[src/rtl/dmem_arbiter.sv]
// -----------------------------------------------------------------------------
// dmem_arbiter
//
// Shares the single-port data RAM between the processor's MEM stage (port C)
// and the external parallel read-out path (port R). Port C has priority.
// A saturating wait counter makes sure port R wins a contested cycle after
// MAX_WAIT consecutive denials. Each granted read is tagged, so its data is
// returned to the requester that issued it one cycle later.
//
// Ports
//   clk, rst            system clock, synchronous active-high reset
//   c_req/c_we/c_addr/c_wdata   port C request (held until c_gnt)
//   c_gnt, c_stall      port C grant, stall toward the hazard logic
//   c_rvalid, c_rdata   port C read return
//   r_req/r_addr        port R read request (held until r_gnt)
//   r_gnt               port R grant
//   r_rvalid, r_rdata   port R read return
//   mem_en/mem_we/mem_addr/mem_wdata   RAM access port
//   mem_rdata           RAM read data, valid one cycle after the access
// -----------------------------------------------------------------------------
module dmem_arbiter #(
    parameter int AW       = 24,
    parameter int DW       = 24,
    parameter int MAX_WAIT = 4
) (
    input  logic          clk,
    input  logic          rst,

    input  logic          c_req,
    input  logic          c_we,
    input  logic [AW-1:0] c_addr,
    input  logic [DW-1:0] c_wdata,
    output logic          c_gnt,
    output logic          c_stall,
    output logic          c_rvalid,
    output logic [DW-1:0] c_rdata,

    input  logic          r_req,
    input  logic [AW-1:0] r_addr,
    output logic          r_gnt,
    output logic          r_rvalid,
    output logic [DW-1:0] r_rdata,

    output logic          mem_en,
    output logic          mem_we,
    output logic [AW-1:0] mem_addr,
    output logic [DW-1:0] mem_wdata,
    input  logic [DW-1:0] mem_rdata
);

    localparam logic [3:0] WAIT_LIMIT = 4'(MAX_WAIT);

    logic [3:0] wait_cnt;
    logic       tag_c;
    logic       tag_r;
    logic       r_wins;

    // Port R only takes a contested cycle once it has been denied MAX_WAIT
    // cycles in a row; the counter saturates there, so equality is enough.
    assign r_wins = (wait_cnt == WAIT_LIMIT);

    always_comb begin
        c_gnt = 1'b0;
        r_gnt = 1'b0;
        if (!rst) begin
            if (c_req && r_req) begin
                c_gnt = !r_wins;
                r_gnt = r_wins;
            end else begin
                c_gnt = c_req;
                r_gnt = r_req;
            end
        end
    end

    assign c_stall = c_req & ~c_gnt;

    // Port R is read-only, so it never contributes write data or a write enable.
    always_comb begin
        mem_en    = c_gnt | r_gnt;
        mem_we    = c_gnt & c_we;
        mem_addr  = '0;
        mem_wdata = '0;
        if (c_gnt) begin
            mem_addr  = c_addr;
            mem_wdata = c_wdata;
        end else if (r_gnt) begin
            mem_addr  = r_addr;
        end
    end

    always_ff @(posedge clk) begin
        if (rst) begin
            wait_cnt <= '0;
            tag_c    <= 1'b0;
            tag_r    <= 1'b0;
        end else begin
            if (r_req && !r_gnt) begin
                if (wait_cnt != WAIT_LIMIT) begin
                    wait_cnt <= wait_cnt + 4'd1;
                end
            end else begin
                wait_cnt <= '0;
            end
            tag_c <= c_gnt & ~c_we;
            tag_r <= r_gnt;
        end
    end

    // The tags were set by the cycle before reset; masking with rst drops a
    // read that was in flight when reset arrived.
    assign c_rvalid = tag_c & ~rst;
    assign r_rvalid = tag_r & ~rst;
    assign c_rdata  = c_rvalid ? mem_rdata : '0;
    assign r_rdata  = r_rvalid ? mem_rdata : '0;

endmodule

[config.mk]
export PLATFORM = sky130hd
export DESIGN_NAME = dmem_arbiter
export DESIGN_NICKNAME = d
export VERILOG_FILES = /design/src/rtl/dmem_arbiter.sv
export SDC_FILE = /design/constraint.sdc
export NUM_CORES = 1
export LEC_CHECK = 0
export ABC_AREA = 0
export CORE_AREA = 2 2 79 81
export CTS_BUF_LIST = sky130_fd_sc_hd__clkbuf_8
export CTS_CLUSTER_DIAMETER = 80
export CTS_CLUSTER_SIZE = 24
export DETAILED_ROUTE_END_ITERATION = 6
export DIE_AREA = 0 0 81 83
export PLACE_DENSITY = 0.76
export SLEW_MARGIN = 20
export SYNTH_ARGS = -nofsm -noshare
export SYNTH_HDL_FRONTEND = slang
export SYNTH_SLANG_ARGS = --single-unit
[constraint.sdc]
create_clock -name clk -period 2.25 [get_ports clk]
set_input_delay 0.45 -clock clk [delete_from_list [all_inputs] [get_ports clk]]
set_output_delay 0.45 -clock clk [all_outputs]
set_load 0.01 [all_outputs]
==> reports/metrics.cfg, run 1 <==
[global_routing]
grt_max_degree=27
grt_antenna_before_repair=1
grt_usage_pct=20.6
overflow=0
grt_pass1_vias=2004
grt_pass1_wl_um=10600

[clock_tree]
insertion_delay_ns=0.23
cts-buffers-inserted=3
cts.path.max_buffers=2
cts_htree_levels=1
cts_tree=yes
cts_root_buf=clkbuf_8
path_clk_slew_ns=0.04
clock_sinks=6

[detailed_routing]
drt_iter0_drc=25
wire_per_inst_um=16.0
vias_per_cell=4.36
vias=1930
drc=0
antenna_left=0
dr.pass1.iters=4
routed_wl_um=7080

[die]
rows=28
pin_count=204
start_util_pct=18.4
die_w_um=81
die_h_um=83
die_area_um2=6720
core_um2=5820

[timing]
fin_setup_tns_ns=0
tightest_slew_ns=0.253
fin_crit_sh_pct=99.2
clock-skew-final_ns=0.000578
drv_slew=0
min_period_ns=2.23
max_freq_mhz=448
max_slew_margin_pct=83.1
hold_violations=0
setup_violations=0
hold_ws_ns=0.511
rsz0062_at_grt=yes

[finish]
register_area_um2=123
multi_input_area_um2=915
final_util_pct=59.1
fin_area_um2=3440
area_growth_pct=221
fillers=556
fin_nets=472
layout-drive-gt1-share_pct=22.1

[setup_path]
required_ns=1.80
critical_path_peak_fanout=5
reg2reg_to=wait_cnt[3]
regToRegStartpoint=wait_cnt[1]
crit_type=reg2out
end_kind=primary output
reg2reg_depth=7
crit_arrival_ns=1.78
reg2reg_slack_ns=0.68
start_kind=register

[status]
status=finished clean

[logic_synthesis]
synth_most_common_cell=and2_1
syn_area_um2=1070
synth-seq-cells=6
synth_nets=243
async_reset_ff_share_pct=0
synthDistinctLibCells=20
postSynthCellCount=140
synth.avg_cell_area_um2=7.64
synthTopCellsByCount=and2_1 (73), a22o_1 (22), buf_6 (7), nor2_1 (7), dfxtp_1 (6)
ys_warn_count=0
yosysSeqAreaShare_pct=11.2
synth_area_leaders=and2_1 (43%), a22o_1 (18%), dfxtp_1 (11%), buf_6 (7.4%), nor2_1 (2.5%)
synth_ff_type=dfxtp_1
synth_top_area_share_pct=42.7
synth_edf_count=0
yosys.area.top_type=and2_1

[place]
place.gp.congestion=0.771
place_hpwl_um=4990
place.port_buffers=203
place_area_um2=3170

[hold_path]
whs_endpoint=wait_cnt[0]
hold_start=wait_cnt[0]
whs_path_depth=2
min_path_type=reg2reg

[run]
maxCapViolations=0

[power]
p_leak_nw=1.71
p_total_mw=0.727
ir_worst_vdd_mv=0.165
powerDensity_nw_per_um2=212

state kept, by name (all words and copies together), names as in the netlist:
name,flops
wait_cnt,4
tag_c,1
tag_r,1
power by group:
group | switching [mW] | total [mW] | internal [mW]
Clock | 0.0536 | 0.169 | 0.116
Combinational | 0.151 | 0.447 | 0.296
Sequential | 0.00107 | 0.111 | 0.110
metrics by stage:
stage               setup WS [ns]  std cells
finish                     0.0179        443
detailed placement         -0.426        415
global placement           -0.405        415
global route              -0.0348        443
floorplan                   0.436        140
CTS                       -0.0520        440
cell type report:
| cell class | instances | share of cell area, % |
|---|---|---|
| Antenna cell | 1 | 0.0728 |
| Clock buffer | 3 | 1.20 |
| Inverter | 5 | 0.655 |
| Multi-Input combinational cell | 121 | 26.6 |
| Sequential cell | 6 | 3.57 |
| Tap cell | 75 | 2.73 |
| Timing Repair Buffer | 232 | 65.1 |
worst max-delay path: stages, from the launching register on:
cell     delay [ns]
dfxtp_2        0.32
inv_2          0.03
ha_2           0.16
and3b_4        0.19
buf_12         0.13
o211a_4        0.26
buf_12         0.13
a22o_1         0.18
buf_2          0.14
layer usage:
metal,global-route usage (%),part of all wire (%)
met5,0,0
met4,7.24,3.1
met3,5.87,11
met2,40.7,54
met1,19.3,32
logic make-up after synthesis:
kind of cell    count (synthesis)  share of synthesized area, %
compound gates                 27                          24.0
xor+xnor                        2                          1.64
fa+ha+maj                       2                          2.34
buf+inv                        16                          10.5
flops                           6                          11.2
simple gates                   87                          50.3
how the worst max path moves through the flow:
stage / from / endpoint / slack (ns) / depth (start not counted)
global route: wait_cnt[1] / mem_addr[12] / -0.03 / 8
global placement: rst / mem_addr[23] / -0.40 / 6
detailed placement: rst / mem_addr[23] / -0.43 / 6
floorplan: wait_cnt[0] / mem_addr[14] / 0.44 / 6
finish: wait_cnt[1] / mem_addr[12] / 0.02 / 8
CTS: wait_cnt[0] / mem_addr[3] / -0.05 / 7
timing repair:
action	in CTS	in global routing
gates resized for setup	211	21
pin swaps	2	4
setup endpoints to repair	103	52
cloned	11	0
buffers inserted	11	2
hold buffers	0	0
cell usage in the layout, fill, tap and decap left out, types with 2 or more instances in the layout:
master and n:
clkdlybuf4s15_1 21, inv_2 2, o211a_4 4, inv_1 2
buf_6 12, buf_12 3, nor2_1 7, clkbuf_2 6
a22o_1 22, buf_4 12, clkdlybuf4s50_1 100, a22o_2 2
buf_2 12, dfxtp_2 2, and2_1 73, buf_16 2
clkbuf_8 3, dfxtp_1 4, clkdlybuf4s15_2 13, dlygate4sd2_1 50
nor2b_4 2
Note: power is estimated with default switching activity, not from simulation.
==> inputs of run 2 (changes only) <==
--- a/config.mk
+++ b/config.mk
@@ -9,7 +9,6 @@
 export CORE_AREA = 2 2 79 81
 export CTS_BUF_LIST = sky130_fd_sc_hd__clkbuf_8
 export CTS_CLUSTER_DIAMETER = 80
-export CTS_CLUSTER_SIZE = 24
 export DETAILED_ROUTE_END_ITERATION = 6
 export DIE_AREA = 0 0 81 83
 export PLACE_DENSITY = 0.76
==> results of run 2 <==
The final DEF is identical to that of run 1; final timing and power are the same.
==> patch: new RTL, flow settings as in run 2 <==
Reset style: asynchronous (`rst`), changed in one clocked block. Comments in the files are not updated.
--- a/src/rtl/dmem_arbiter.sv
+++ b/src/rtl/dmem_arbiter.sv
@@ -91,3 +91,3 @@
 
-    always_ff @(posedge clk) begin
+    always_ff @(posedge clk or posedge rst) begin
         if (rst) begin
Formal check against the unedited RTL: no difference found for any inputs over 10 cycles, from zero or initial values and one cycle with rst high; that may be too few to reach the edited logic, so the function may still have changed.
==> patch against run 2 <==
Area after synthesis rose by 6.4%. Combinational power rose by 3%. Total power is 1.3% higher. Final area shrank 6.3%. Via count down 3.7%. Die area unchanged. Sequential cell count unchanged. Largest power group unchanged. Wire length decreased by 12%. Worst setup slack gained 48 ps.
==> patch: results (changes against run 2) <==
most frequent cells after synthesis 73 x and2_1, 23 x a22o_1, 7 x buf_6; status completed; maximum clock frequency 0.458 GHz (+2.2%); register area share after synthesis 13.2% (+2.0 points); antenna violations before repair 0 (-1); Post-Syn Nets 246 (+1.2%); Critical Path AT 1730 ps (-50 ps); ys flop type dfrtp_1; first-pass GRT wire length 9470 um (-11%); P_int 0.530 mW (+1.6%); Worst-Margin Slew 219 ps (-34.3 ps); Avg Cell Area, Syn 7.96 um^2 (+4.2%); worst hold path type primary input to async pin; # H-tree levels 1 (unchanged); Cells after DPL 427 (+2.9%); fillers 574 (+3.2%); Worst Path Max Fanout 12 (+7); Regs by FF count wait_cnt x4, tag_c x1, tag_r x1; GRT Resource Usage Total 18.0% (-2.6 points); total CTS buffers 3 (unchanged); routed vias 1859 (-3.7%); Nets 468 (-0.85%); Pre-Repair DR Iteration Count 4 (unchanged); Non-Filler Instances 438 (-1.1%); synth top area cells and2_1 40%, a22o_1 18%, dfrtp_1 13%, buf_6 6.9%, a21oi_4 2.9%; Distinct cells, synth 22 (+10%); gpl congestion 0.747 (-3.1%); Worst-Skew Late Latency 220 ps; Warnings, synthesis 0 (unchanged); port bufs 203 (unchanged); initial DRC count 46 (+84%); Area after DPL 3340 um^2 (+5.1%); Worst-path clk slew 30 ps; dpl hpwl 5120 um (+2.6%); CTS Buffer Depth 2 (unchanged); fraction of registers with async set/reset 100% (+100 points); Pleak 1.75 nW (+2.1%); core area 5820 um^2 (unchanged); clock root cell clkbuf_8; Max VDD drop 0.118 mV (-28%); antenna cells 0 (-1); vias in the first global route 1954 (-2.5%); share of layout cells above drive strength 1 25.3% (+3.3 points); Post-Route WL 6270 um (-12%); largest net degree at the start of global routing 27 (unchanged); Worst Skew 2.29 ps (+1.71 ps)
-- patch: routing by layer --
layer / wire length, um / track usage (%)
met5: 0 / 0
met4: 149 / 6.93
met3: 653 / 5.65
met2: 3270 / 33.3
met1: 2190 / 18.3
-- patch: worst paths after layout --
| kind | from | endpoint | slack, ps | cells after the start |
|---|---|---|---|---|
| max | wait_cnt[1] | mem_addr[17] | 70 | 8 |
| min | rst | wait_cnt[0] | 490 | 3 |
| max reg2reg | wait_cnt[1] | wait_cnt[1] | 710 | 7 |
| min reg2reg | wait_cnt[3] | wait_cnt[3] | 740 | 2 |
| max in group asynchronous | rst | wait_cnt[3] | 1570 | 3 |
| min in group clk | r_req | wait_cnt[0] | 730 | 3 |
-- patch: cells by family after synthesis --
kind of cell,Yosys count,synth area share (%)
and+or+nand+nor,90,49.8
DFF,6,13.2
adders and majority gates,2,2.20
AOI/OAI and AO/OA,27,22.1
buffers and inverters,14,9.23
muxes,2,1.98
xor gates and xnor gates,2,1.54
-- patch: power by group through the flow --
stage / sequential [mW] / combinational (mW) / clock, mW
final: 0.118 / 0.462 / 0.157
after detailed placement: 0.118 / 0.491 / 0
after global placement: 0.118 / 0.485 / 0
after global routing: 0.118 / 0.500 / 0.171
after CTS: 0.117 / 0.462 / 0.163
after floorplan: 0.120 / 0.147 / 0
-- patch: area by class of cell --
class                   instances  area, um^2  area share (%)
clock buffers                   3        41.3            1.28
inverters                       3        11.3           0.350
multi-input cells             123         918            28.5
flip-flops and latches          6         150            4.66
well taps                      75        93.8            2.91
repair buffers                228        2000            62.3
-- patch: timing repair --
item	in CTS	in global routing
cloned	3	1
pin swaps	1	8
gates resized for setup	229	33
endpoints found under the setup margin	103	48
setup buffers	3	1
-- patch: stage by stage --
step | setup WS (ps) | setup TNS (ps) | utilization [%]
floorplan | 359 | 0 | -
global placement | -385 | -33290 | 57.4
detailed placement | -397 | -34130 | 57.4
CTS | -31.7 | -31.7 | 56.7
global route | 0.850 | 0 | 55.4
finish | 66.0 | 0 | 55.4
-- patch: worst max-delay path: stages, from the launching register on --
cell	delay (ps)
dfrtp_1	380
inv_2	70
ha_4	130
and3b_4	200
a21oi_4	70
buf_6	140
clkbuf_16	160
a22o_1	220
buf_2	140
